--- config.mk ---
export PLATFORM = sky130hd
export DESIGN_NAME = level_sequencer
export DESIGN_NICKNAME = d
export VERILOG_FILES = /design/src/rtl/level_sequencer.sv
export SDC_FILE = /design/constraint.sdc
export NUM_CORES = 1
export LEC_CHECK = 0
export ABC_AREA = 1
export CORE_MARGIN = 2
export CORE_UTILIZATION = 56
export CTS_CLUSTER_SIZE = 10
export DETAILED_ROUTE_END_ITERATION = 10
export PLACE_DENSITY_LB_ADDON = 0.08
export SLEW_MARGIN = 20
export SYNTH_ARGS = -nofsm -noshare
export SYNTH_HDL_FRONTEND = slang
export SYNTH_SLANG_ARGS = --single-unit
--- constraint.sdc ---
create_clock -name clk -period 3.1 [get_ports clk]
set_input_delay 0.775 -clock clk [delete_from_list [all_inputs] [get_ports clk]]
set_output_delay 0.775 -clock clk [all_outputs]
set_load 0.03 [all_outputs]
--- src/rtl/level_sequencer.sv ---
// Game-flow controller for the brick-breaker: level, lives and phase tracking,
// with timed pauses between levels and after a lost ball.
module level_sequencer #(
  parameter int NUM_LEVELS      = 4,
  parameter int LIVES           = 3,
  parameter int PAUSE_CYCLES    = 1_000_000,
  parameter int SPEED_START     = -300,
  parameter int SPEED_STEP      = -50,
  parameter int SPEED_LIMIT     = -500,
  parameter int SMALL_BAT_LEVEL = 2,
  parameter int WRAP            = 0,
  localparam int LW = (NUM_LEVELS > 1) ? $clog2(NUM_LEVELS) : 1,
  localparam int CW = (PAUSE_CYCLES > 1) ? $clog2(PAUSE_CYCLES) : 1
) (
  input  logic               clk,
  input  logic               reset,
  input  logic               start_game,
  input  logic               restartGame,
  input  logic               win,
  input  logic               lose,
  output logic [LW-1:0]      choose_brick_matrix,
  output logic [LW-1:0]      level_index,
  output logic signed [31:0] ball_speed,
  output logic               small_bat,
  output logic [3:0]         lives_left,
  output logic               play_enable,
  output logic               load_level,
  output logic               game_over,
  output logic               game_won
);

  typedef enum logic [2:0] {
    S_IDLE,
    S_PLAY,
    S_LVL_PAUSE,
    S_LIFE_PAUSE,
    S_GAME_OVER,
    S_VICTORY
  } state_t;

  localparam logic [3:0]    LIVES_INIT = 4'(LIVES);
  localparam logic [CW-1:0] CNT_LOAD   = CW'(PAUSE_CYCLES - 1);
  localparam logic [LW-1:0] LAST_LEVEL = LW'(NUM_LEVELS - 1);

  state_t             r_state, w_state;
  logic [LW-1:0]      r_level, w_level;
  logic [3:0]         r_lives, w_lives;
  logic [CW-1:0]      r_cnt, w_cnt;
  logic               w_load;
  logic signed [31:0] r_speed;
  logic               r_small_bat;
  logic               r_play, r_load, r_over, r_won;

  function automatic logic signed [31:0] speed_of(input logic [LW-1:0] lvl);
    int raw;
    raw = SPEED_START + int'(lvl) * SPEED_STEP;
    return (raw < SPEED_LIMIT) ? SPEED_LIMIT : raw;
  endfunction

  function automatic logic small_of(input logic [LW-1:0] lvl);
    return (int'(lvl) >= SMALL_BAT_LEVEL);
  endfunction

  always_comb begin
    w_state = r_state;
    w_level = r_level;
    w_lives = r_lives;
    w_cnt   = r_cnt;
    w_load  = 1'b0;
    if (restartGame) begin
      w_state = S_IDLE;
      w_level = '0;
      w_lives = LIVES_INIT;
      w_cnt   = '0;
    end else begin
      case (r_state)
        S_IDLE: begin
          if (start_game) begin
            w_state = S_LVL_PAUSE;
            w_level = '0;
            w_lives = LIVES_INIT;
            w_cnt   = CNT_LOAD;
            w_load  = 1'b1;
          end else begin
            w_cnt = '0;
          end
        end
        S_PLAY: begin
          // win takes precedence; a simultaneous lose is dropped
          if (win) begin
            if ((r_level == LAST_LEVEL) && (WRAP == 0)) begin
              w_state = S_VICTORY;
            end else begin
              w_state = S_LVL_PAUSE;
              w_level = (r_level == LAST_LEVEL) ? '0 : r_level + LW'(1);
              w_cnt   = CNT_LOAD;
              w_load  = 1'b1;
            end
          end else if (lose) begin
            if (r_lives > 4'd1) begin
              w_state = S_LIFE_PAUSE;
              w_lives = r_lives - 4'd1;
              w_cnt   = CNT_LOAD;
            end else begin
              w_state = S_GAME_OVER;
              w_lives = 4'd0;
            end
          end else begin
            w_state = S_PLAY;
          end
        end
        S_LVL_PAUSE, S_LIFE_PAUSE: begin
          if (r_cnt == '0) begin
            w_state = S_PLAY;
          end else begin
            w_cnt = r_cnt - CW'(1);
          end
        end
        S_GAME_OVER, S_VICTORY: begin
          w_state = r_state;
        end
        default: begin
          w_state = S_IDLE;
        end
      endcase
    end
  end

  // Outputs are derived from the next state so they change on the same edge.
  always_ff @(posedge clk) begin
    if (reset) begin
      r_state     <= S_IDLE;
      r_level     <= '0;
      r_lives     <= LIVES_INIT;
      r_cnt       <= '0;
      r_speed     <= speed_of('0);
      r_small_bat <= small_of('0);
      r_play      <= 1'b0;
      r_load      <= 1'b0;
      r_over      <= 1'b0;
      r_won       <= 1'b0;
    end else begin
      r_state     <= w_state;
      r_level     <= w_level;
      r_lives     <= w_lives;
      r_cnt       <= w_cnt;
      r_speed     <= speed_of(w_level);
      r_small_bat <= small_of(w_level);
      r_play      <= (w_state == S_PLAY);
      r_load      <= w_load;
      r_over      <= (w_state == S_GAME_OVER);
      r_won       <= (w_state == S_VICTORY);
    end
  end

  assign choose_brick_matrix = r_level;
  assign level_index         = r_level;
  assign ball_speed          = r_speed;
  assign small_bat           = r_small_bat;
  assign lives_left          = r_lives;
  assign play_enable         = r_play;
  assign load_level          = r_load;
  assign game_over           = r_over;
  assign game_won            = r_won;

endmodule

== Yosys cells after proc, flatten, opt, wreduce, memory -nomap -nowiden ==
Cells that the tools add are included.

* Word-level logic and storage cells: 75
* Register bits after elaboration: 45
* Input bits: 6
* Output and inout bits: 45

* Equal/unequal tests: 16
* Mux-type cells: 30
* Reduce and logical (&&, ||, !) cells: 10
* Magnitude comparators: 3
* Add/sub/neg operators: 4
* Multipliers: 1

{| class="wikitable"
|+ Operators by type and width
! kind !! count
|-
| $mux 20 || 6
|-
| $pmux 20 s3 || 1
|-
| $mux 3 || 7
|-
| $logic_not 20->1 || 1
|-
| $sub 20x1->20 const B || 1
|-
| $mux 4 || 4
|-
| $eq 3x3->1 const B || 4
|-
| $pmux 3 s4 || 1
|-
| $add 10x10->11 const A || 1
|-
| $lt 11x10->1 const B || 1
|-
| $mul 3x6->9 const B || 1
|-
| $ne 3x3->1 const B || 3
|-
| $mux 2 || 4
|-
| $mux 8 || 1
|-
| $ne 2x2->1 const B || 4
|-
| $pmux 4 s2 || 1
|-
| $reduce_or 2->1 || 4
|-
| $eq 3x1->1 const B || 2
|-
| $eq 3x2->1 const B || 2
|-
| $reduce_and 5->1 || 1
|-
| $gt 4x1->1 const B || 1
|-
| $pmux 2 s2 || 1
|-
| $reduce_and 4->1 || 1
|-
| $sub 4x1->4 const B || 1
|-
| other kinds (8) || 10
|}

== Longest topological paths before layout ==
Gate-level depths: netlist of run 1.

* Depth after elaboration: 9
* Depth in mapped cells: 14

== Worst setup path after synthesis of run 1 ==
No wires, ideal clock.

* Path kind: in2reg
* Start point: input port win
* End point: register r_speed[2], in the netlist ball_speed[2]
* Setup time: 0.123 ns
* Stages on the path: 8
* Data arrival time: 2.066 ns
* Slack: 0.911 ns
* Cell sequence: or2_2 -> o211ai_1 -> nand2_1 -> nand2_1 -> ha_1 -> xnor2_1 -> nand2_1 -> or2_2

* Word-level cells in the longest chain between the ends: 7

{| class="wikitable"
|+ Ends and longest elaborated chain
! element !! line !! source
|-
| start: declaration || 19 || <nowiki>input logic win,</nowiki>
|-
| $mux 2 * || 90 || <nowiki>if (win) begin</nowiki>
|-
| $pmux 2 s2 * || 76 || <nowiki>case (r_state)</nowiki>
|-
| $mux 2 * || 70 || <nowiki>if (restartGame) begin</nowiki>
|-
| $mul 3x6->9 * || 56 || <nowiki>raw = SPEED_START + int'(lvl) * SPEED_STEP;</nowiki>
|-
| $add 10x10->11 * || 56 ||
|-
| $lt 11x10->1 || 57 || <nowiki>return (raw < SPEED_LIMIT) ? SPEED_LIMIT : raw;</nowiki>
|-
| $reduce_or 2->1 (no line) || -- ||
|-
| end signal: assignment || 136 || <nowiki>r_speed <= speed_of('0);</nowiki>
|-
| end signal: assignment || 147 || <nowiki>r_speed <= speed_of(w_level);</nowiki>
|-
| end: declaration || 50 || <nowiki>logic signed [31:0] r_speed;</nowiki>
|}

Mark *: on every way between the ends. The rest lies on a longest branch, timed or not.
A chain may end at the register's enable or synchronous reset.

== Worst setup path after layout of run 1 ==
* Start point: register, netlist name ball_speed[10]
* End point: output port ball_speed[17]

{| class="wikitable"
|+ RTL lines
! element !! line !! source
|-
| end: declaration || 23 || <nowiki>output logic signed [31:0] ball_speed,</nowiki>
|}

No word-level cell between the ends.

==> qor.yml, run 1 <==
die_w_um: 72.5
skew_ns: 0.00876
synth_area_leaders: "dfxtp_1, nand2_1, nor2_1"
vias: 2466
antenna_found_initial: 0
yosysSeqAreaShare: 0.328
r2r_slack_ns: 0.86
boundaryPins: 51
worst-path-stages: 1
setup_slack_ns: 0.514
ys_ff_latch: 43
synth_warnings: 0
r2r-start: "r_state[2]"
status: "complete, no violations"
final_area_um2: 3060
initial_utilization: 0.591
synth-simple-area-share: 0.356
path_max_fanout: 22
holdWs_ns: 0.514
max_slew.worst_pin.slew_ns: 0.585
grt_max_degree: 23
dpl.hpwl_mm: 4.20
cp-endpoint: "ball_speed[17]"
dpl_worst_slack_ns: 0.276
syn_avg_cell_area_um2: 6.51
cts_inserted_buffers: 5
grt_pass1_wl_mm: 9.51
fillCellCount: 371
wl_per_cell_um: 11.5
critPathBufInv: 1
cts_max_path_buffers: 2
htreeDepth: 2
post_cts_resized: 0
ys_types: 31
cts.clk_slew.worst_paths_ns: 0.09
drtPass1Iterations: 4
leakage_nw: 1.46
crit_family: "buffers and inverters"
yosys.area.top_type: "dfxtp_1"
crit_chain: "clkdlybuf4s50_1"
nNetsFinal: 448
fp-row-count: 24
grt_overflow: 0
synth_compound_area_frac: 0.101
final_core_util: 0.689
slew_headroom: 0.609
period_needed_ns: 2.59
fmax_mhz: 387
hold_buffers: 0
io_buffers: 48
hold_viol_final: 0
viasPerCell: 5.08
synth_most_common_cell: "nand2_1"
drt_iter0_markers: 127
ant_nets: 0
critPathMaxStageDelay_ns: 0.80
max-cap-violations: 0
reg2reg_to: "ball_speed[2]"
synth_edf_count: 0
dpl-instance-area_um2: 2970
crit_type: "reg -> out"
cts.sinks: 43
power.density_nw_per_um2: 414
post_cts_buffers: 0
crit_required_ns: 2.32
start_kind: "flop"
routabilityCongestion: 0.882
worstSetupEndpointType: "output port"
maxSlewViolCount: 0
syn_inst: 403
die_h_um: 72.5
slowest_stage: "clkdlybuf4s50_1"
synth_top_cell_area_share: 0.328
cts_tree: "done"
total_power_mw: 1.27
core_um2: 4440
synth_top_family_by_area: "simple AND/OR/NAND/NOR gates"
hold_start: "r_cnt[3]"
yosys-mux-area-fraction: 0
post_route_cells_drive_above_1_share: 0.0554
die_area_um2: 5250
tns_ns: 0
cts_root_buf: "clkbuf_8"
stdcell_count: 485
hold_class: "reg -> reg"
syn_area_um2: 2630
antennaDiodeCount: 0
startpoint: "ball_speed[10]"
cp.arrival_ns: 1.81
wl_mm: 5.56
dp.cells: 477
post-route-period-util: 0.834
insertion_delay_ns: 0.31
vdd_drop_max_mv: 0.394
synth-adder-area-share: 0.0477
gr-usage-all-layers: 0.227
synth_common_cells: "nand2_1, nor2_1, inv_1"
ys.flop_type: "dfxtp_1"
r2r_cells: 10
synthXorXnorAreaFrac: 0.0100
area_growth_pct: 16.6
rsz0062_at_grt: "false"
remaining_drc_errors: 0
setup_viol: 0
grt_pass1_vias: 2269
ys_async_sr_fraction: 0
registers in the layout, summed over array words and instances (netlist names):
signal,cells
ball_speed,9
choose_brick_matrix,2
game_over,1
game_won,1
lives_left,4
load_level,1
play_enable,1
r_cnt,20
r_state,3
small_bat,1
where the power goes:
part           switching, mW  internal, mW
sequential            0.0161         0.568
clock                  0.217         0.166
combinational          0.196         0.104
total                  0.430         0.837
worst min-delay path by stage:
stage               end  slack [ns]  cells after the start
2_1_floorplan  r_cnt[3]        0.47                      2
3_3_place_gp   r_cnt[3]        0.49                      2
3_5_place_dp   r_cnt[3]        0.50                      2
4_1_cts        r_cnt[3]        0.52                      2
5_1_grt        r_cnt[8]        0.54                      2
6_report       r_cnt[3]        0.51                      2
layout make-up:
cell class / instances / area [µm²] / share of cell area
Multi-Input combinational cell: 283 / 1370 / 0.446
Sequential cell: 43 / 861 / 0.281
Timing Repair Buffer: 49 / 488 / 0.159
Inverter: 50 / 188 / 0.0613
Clock buffer: 5 / 68.8 / 0.0225
Tap cell: 52 / 65.1 / 0.0213
Clock inverter: 3 / 26.3 / 0.00858
worst min-delay path, cell delays in order, from the launching register on:
cell and delay (ns):
dfxtp_1 0.35, nand2_1 0.07, a21oi_1 0.06
layout by cell type, fill, tap and decap left out, drive strengths merged:
cell,netlist,routed
clkbuf,1,5
o21a,1,1
clkdlybuf4s50,0,48
nand4,6,6
o21bai,1,1
nand2,103,103
nor3,3,3
inv,50,52
nor2,80,80
clkinv,0,1
dfxtp,43,43
nand3,25,25
xor2,2,2
nor3b,1,1
a21oi,29,29
buf,28,1
or2,2,2
a31oi,1,1
ha,10,10
conb,2,4
o211ai,2,2
o21ai,12,12
xnor2,1,1
routing by layer:
layer	wire (µm)	vias to the layer above	track usage
met3	253	8	0.0431
met4	73	0	0.0761
met1	2420	1108	0.275
li1	-	1296	-
met5	0	-	0
met2	2810	54	0.402
cells by family after synthesis:
| family | after synthesis |
|---|---|
| and+or+nand+nor | 220 |
| AOI/OAI and AO/OA | 46 |
| adders and majority gates | 10 |
| buffers and inverters | 79 |
| other | 2 |
| xor gates and xnor gates | 3 |
| DFF | 43 |
(Power assumes the default switching activity.)
==> run 2, diff against run 1 <==
--- a/config.mk
+++ b/config.mk
@@ -7,7 +7,7 @@
 export LEC_CHECK = 0
 export ABC_AREA = 1
 export CORE_MARGIN = 2
-export CORE_UTILIZATION = 56
+export CORE_UTILIZATION = 52
 export CTS_CLUSTER_SIZE = 10
 export DETAILED_ROUTE_END_ITERATION = 10
 export PLACE_DENSITY_LB_ADDON = 0.08
==> constraint.sdc (replaced) <==
create_clock -name clk -period 2.55 [get_ports clk]
set_input_delay 0.6375 -clock clk [delete_from_list [all_inputs] [get_ports clk]]
set_output_delay 0.6375 -clock clk [all_outputs]
set_load 0.03 [all_outputs]
==> run 2 against run 1 <==
Against the previous run: sequential power is 22% higher; sequential cell count unchanged; register-to-register slack worse by 0.50 ns; die area grew 7.3%; clock-buffer cell count did not move; design area up 3.1%.
==> qor.yml, run 2 (synthesized netlist as in run 1, its figures left out) <==
tns_ns: 0  # unchanged
core_um2: 4790  # +7.7%
hold_viol_final: 0  # unchanged
r2r_cells: 10  # unchanged
grt_pass1_vias: 2183  # -3.8%
area_growth_pct: 20.3
gr-usage-all-layers: 0.211  # -0.0157
cts_inserted_buffers: 5  # unchanged
die_h_um: 75.1  # +3.6%
grt_pass1_wl_mm: 9.26  # -2.6%
dpl-instance-area_um2: 3070  # +3.4%
cts_tree: "done"
critPathBufInv: 1  # unchanged
power.density_nw_per_um2: 480  # +16%
boundaryPins: 51  # unchanged
start_kind: "flop"
vdd_drop_max_mv: 0.203  # -48%
reg2reg_to: "ball_speed[2]"
cts_max_path_buffers: 2  # unchanged
final_common_cell: "nand2_1"
final_area_um2: 3160  # +3.1%
whs_path_depth: 2  # unchanged
r2r_slack_ns: 0.36  # -0.50 ns
fillCellCount: 460  # +24%
cp.arrival_ns: 1.77  # -0.04 ns
cts.clk_slew.worst_paths_ns: 0.08  # about the same
nNetsFinal: 459  # +2.5%
drt_iter0_markers: 127  # unchanged
hold_buffers: 0  # unchanged
setup_viol: 0  # unchanged
crit_required_ns: 1.91  # -0.41 ns
hold-path-endpoint: "r_cnt[3]"
status: "complete, no violations"
crit_type: "reg -> out"
grt_max_degree: 23  # unchanged
holdWs_ns: 0.511  # -0.00368 ns
largest_register: "r_cnt"
vias: 2475  # +0.36%
viasPerCell: 4.84  # -4.7%
initial_utilization: 0.548  # -0.0422
slew_headroom: 0.621  # +0.0117
crit_family: "buffers and inverters"
post-route-period-util: 0.945
hold_class: "reg -> reg"
maxSlewViolCount: 0  # unchanged
post_cts_resized: 0  # unchanged
die_w_um: 75.1  # +3.6%
crit_chain: "clkdlybuf4s50_1"
remaining_drc_errors: 0  # unchanged
fp-row-count: 25  # +4.2%
antenna_found_initial: 0  # unchanged
leakage_nw: 1.50  # +2.9%
cts_root_buf: "clkbuf_8"
hold_start: "r_cnt[3]"
max-cap-violations: 0  # unchanged
grt_overflow: 0  # unchanged
rsz0062_at_grt: "false"
antennaDiodeCount: 0  # unchanged
htreeDepth: 2  # unchanged
dpl.hpwl_mm: 4.35  # +3.7%
insertion_delay_ns: 0.30  # about the same
largest_register_ffs: 20  # unchanged
post_route_cells_drive_above_1_share: 0.0788  # +0.0234
final_cell_mix: "nand2_1, nor2_1, clkdlybuf4s50_1"
skew_ns: 0.00595  # -0.00281 ns
routabilityCongestion: 0.895  # +1.4%
r2r-start: "r_state[2]"
wl_mm: 5.71  # +2.7%
max_slew.worst_pin.slew_ns: 0.568  # -0.0176 ns
period_needed_ns: 2.41
fmax_mhz: 415
worstSetupEndpointType: "output port"
io_buffers: 48  # unchanged
path_max_fanout: 22  # unchanged
post_cts_buffers: 0  # unchanged
cts.sinks: 43  # unchanged
drtPass1Iterations: 4  # unchanged
slowest_stage: "clkdlybuf4s50_1"
critPathMaxStageDelay_ns: 0.79  # about the same
wl_per_cell_um: 11.2  # -2.5%
ant_nets: 0  # unchanged
die_area_um2: 5630  # +7.3%
## run 2: cell count changes in the layout (fill, tap and decap cells not counted), sizes merged
cell	before	now
clkinvlp	0	2
buf	1	12
inv	52	50
## run 2: power breakdown
part	total [mW]	internal, mW	switching (mW)	leakage, nW
clock	0.432	0.191	0.241	0.0402
combinational	0.373	0.133	0.240	1.11
sequential	0.710	0.690	0.0199	0.350
total	1.52	1.01	0.501	1.50
## run 2: worst register-to-register path, delay by kind of cell (launching register included)
| family | cells | cell delay (ns) |
|---|---|---|
| buf+inv | 2 | 0.36 |
| simple gates | 5 | 0.73 |
| fa+ha+maj | 1 | 0.27 |
| compound gates | 1 | 0.13 |
| xor+xnor | 1 | 0.22 |
| flops | 1 | 0.39 |
## run 2: layout make-up
cell class	count	area, µm²	share of cell area
clock buffer	5	68.8	0.0218
clock inverter	3	20.0	0.00634
inverter	50	188	0.0595
multi-input combinational	283	1370	0.432
sequential	43	861	0.273
tap	67	83.8	0.0266
timing repair buffer	60	571	0.181
## run 2: how the worst max path moves through the flow
stage	startpoint	end	slack, ns	depth (start not counted)
floorplan	win	ball_speed[2]	0.50	8
global placement	win	ball_speed[2]	0.02	9
detailed placement	win	ball_speed[2]	-0.06	9
CTS	ball_speed[10]	ball_speed[17]	0.09	1
global route	ball_speed[10]	ball_speed[20]	0.02	1
finish	ball_speed[10]	ball_speed[25]	0.14	1
## run 2: per-layer routing
layer / vias to the layer above / global-route usage / part of all wire
li1: 1307 / - / -
met1: 1110 / 0.250 / 0.45
met2: 51 / 0.374 / 0.49
met3: 7 / 0.0428 / 0.045
met4: 0 / 0.0794 / 0.014
met5: - / 0 / 0
## run 2: through the flow
step | setup WS, ns | utilization | total power [mW] | std cells
after floorplan | 0.499 | - | 1.01 | 405
after global placement | 0.0174 | 0.641 | 1.09 | 503
after detailed placement | -0.0643 | 0.641 | 1.10 | 503
after CTS | 0.0945 | 0.660 | 1.53 | 511
after global routing | 0.0180 | 0.660 | 1.60 | 511
final | 0.141 | 0.660 | 1.52 | 511
==> patch: new RTL, settings of run 1 <==
Change the parameter `PAUSE_CYCLES` from 1_000_000 to 2_000_000.
--- a/src/rtl/level_sequencer.sv
+++ b/src/rtl/level_sequencer.sv
@@ -3,7 +3,7 @@
 module level_sequencer #(
   parameter int NUM_LEVELS      = 4,
   parameter int LIVES           = 3,
-  parameter int PAUSE_CYCLES    = 1_000_000,
+  parameter int PAUSE_CYCLES    = 2_000_000,
   parameter int SPEED_START     = -300,
   parameter int SPEED_STEP      = -50,
   parameter int SPEED_LIMIT     = -500,
Formal check against the unedited RTL: same outputs for any inputs over 10 cycles, from zero or initial values and one cycle with reset high; that may be too few to reach the edited logic, so the function may still have changed.
==> patch against run 1 <==
- core utilization down 1.1 points
- global-route usage up 0.80 points
- maximum frequency up 1.7%
- die area up 3.2%
- synthesized area up 3.4%
- worst hold slack better by 0.013 ns
- sequential cell count up 1
- worst setup slack better by 0.044 ns
- power up 9.2%
- cell area up 4.0%
- sequential power up 2%
- final cell count up 3.7%
- non-clock buffer count unchanged
- wire length up 2.9%
- critical path type unchanged
==> patch: results (changes against run 1) <==
Run status
  – Outcome: finished clean (unchanged)

Route
  – Vias/cell: 4.91 (was 5.08)
  – Total Wirelength: 5.72 mm (was 5.56 mm)
  – Drt pass-1 iters: 4 (unchanged)
  – DR vias: 2471 (was 2466)
  – Starting DRT DRC Count: 130 (was 127)

GRT
  – Vias in the first global route: 2265 (was 2269)
  – Initial antenna violation count: 0 (unchanged)
  – Met2 GRT Util: 40.8% (was 40.2%)
  – Gr usage total: 23.5% (was 22.7%)
  – Pin count of the biggest net entering global routing: 23 (unchanged)
  – Met3 Use GR: 4.39% (was 4.31%)
  – Met1 usage: 28.8% (was 27.5%)
  – First-pass GRT wire length: 9.96 mm (was 9.51 mm)

Clock tree
  – Root buf cell: clkbuf_8 (unchanged)
  – CTS Buffer Depth: 2 (unchanged)
  – Worst-path clk slew: 0.08 ns
  – Worst-skew pair later-pin latency: 0.30 ns
  – PostCTS Resize Cnt: 0 (unchanged)
  – Post-CTS setup buffers: 0 (unchanged)
  – CTS buffer count: 5 (unchanged)
  – H-tree Lvls: 2 (unchanged)

Worst setup path
  – Slowest stage delay, CP: 0.79 ns
  – Worst r2r path cells: 14 (was 10)
  – CP max stage cell: clkdlybuf4s50_1 (unchanged)
  – Arr. time, crit path: 1.77 ns (was 1.81 ns)
  – Delay-heaviest family, CP: buffers and inverters (unchanged)
  – FF-to-FF setup slack: 0.83 ns (was 0.86 ns)
  – Reg2reg end: ball_speed[6] (was ball_speed[2])
  – Crit-path max FO: 22 (unchanged)

Worst hold path
  – Min-delay src: r_cnt[7] (was r_cnt[3])
  – Min-Delay Endpoint: r_cnt[7] (was r_cnt[3])
  – Worst Hold Path Cells: 2 (unchanged)

Synth
  – Top cells by area, synth: dfxtp_1, nand2_1, nor2_1 (unchanged)
  – Yosys warnings: 0 (unchanged)
  – Seq/Total Area, Yosys: 32.4% (was 32.8%)
  – Asr flop ratio synth: 0% (unchanged)
  – Synth Flop Type: dfxtp_1 (unchanged)
  – Syn_area_per_cell: 6.46 um2 (was 6.51 um2)
  – Netlist cell types: 28 (was 31)
  – Synth cell count leaders: nand2_1, nor2_1, inv_1 (unchanged)

Layout
  – N_diodes: 0 (unchanged)
  – Max FFs per register: 21 (was 20)
  – Layout cells sized above 1: 6.24% (was 5.54%)
  – Layout Nets: 464 (was 448)
  – Largest reg by FF count: r_cnt (unchanged)

STA
  – Worst-margin pin slew: 0.560 ns (was 0.585 ns)
  – Clk_skew: 0.00474 ns (was 0.00876 ns)
  – Final Hold Fails: 0 (unchanged)

Placement
  – Dpl hpwl: 4.17 mm (was 4.20 mm)
  – Final Wtd Congestion: 0.875 (was 0.882)
  – Inst Count DP: 495 (was 477)

Power
  – Sw frac: 29.8% (was 33.9%)
  – Static Leak: 1.52 nW (was 1.46 nW)
  – Peak VDD IR: 0.254 mV (was 0.394 mV)
-- patch: cell types whose count changed after synthesis, moves of 2 or more --
cell | before | now
nor3_1 | 3 | 7
a21oi_1 | 27 | 20
nand2_1 | 102 | 106
and3_1 | 0 | 3
nor2_4 | 0 | 2
buf_4 | 25 | 27
o211ai_1 | 2 | 0
nor2_1 | 76 | 85
-- patch: cell type report --
class	count	area (um2)
multi-input combinational	296	1430
tap	54	67.6
clock buffer	7	96.3
timing repair buffer	49	488
fill	428	1510
sequential	44	881
clock inverter	1	30.0
inverter	52	195
-- patch: power by group through the flow --
stage | sequential (mW) | combinational (mW) | clock (mW)
detailed placement | 0.610 | 0.307 | 0
floorplan | 0.613 | 0.246 | 0
global route | 0.599 | 0.351 | 0.507
global placement | 0.610 | 0.303 | 0
CTS | 0.597 | 0.310 | 0.491
finish | 0.597 | 0.309 | 0.477
-- patch: metal layers --
metal	part of all wire, %	wire length, um	vias to the layer above
met2	50	2840	57
met4	1.0	59	0
met1	45	2570	1080
li1	-	-	1330
met3	4.5	255	4
met5	0	0	-
-- patch: cell families (layout without fill, tap and decap cells) --
family	after synthesis	after routing	share of synthesized area (%)
fa+ha+maj	10	10	4.61
simple gates	244	244	38.8
compound gates	35	35	7.51
buf+inv	82	109	15.3
other cells	2	4	0.277
flops	44	44	32.4
xor+xnor	3	3	0.968
-- patch: metrics by stage --
stage	setup slack, ns	area (um2)	hold slack [ns]
floorplan	0.958	2720	0.480
global placement	0.361	3060	0.500
detailed placement	0.299	3060	0.507
CTS	0.523	3180	0.524
global route	0.435	3180	0.543
finish	0.558	3180	0.527
-- patch: worst min-delay path, delay by kind of cell, from the launching register on --
family,cells,cell delay (ns)
DFF,1,0.36
AOI/OAI and AO/OA,1,0.05
and+or+nand+nor,1,0.08
-- patch: worst max path at each step --
stage                        start             end  slack (ns)  depth (start not counted)
finish              ball_speed[10]  ball_speed[27]        0.56                          1
global route        ball_speed[10]  ball_speed[29]        0.44                          1
CTS                 ball_speed[10]  ball_speed[27]        0.52                          1
detailed placement             win   ball_speed[6]        0.30                         12
global placement               win   ball_speed[6]        0.36                         12
floorplan                      win   ball_speed[6]        0.96                         11
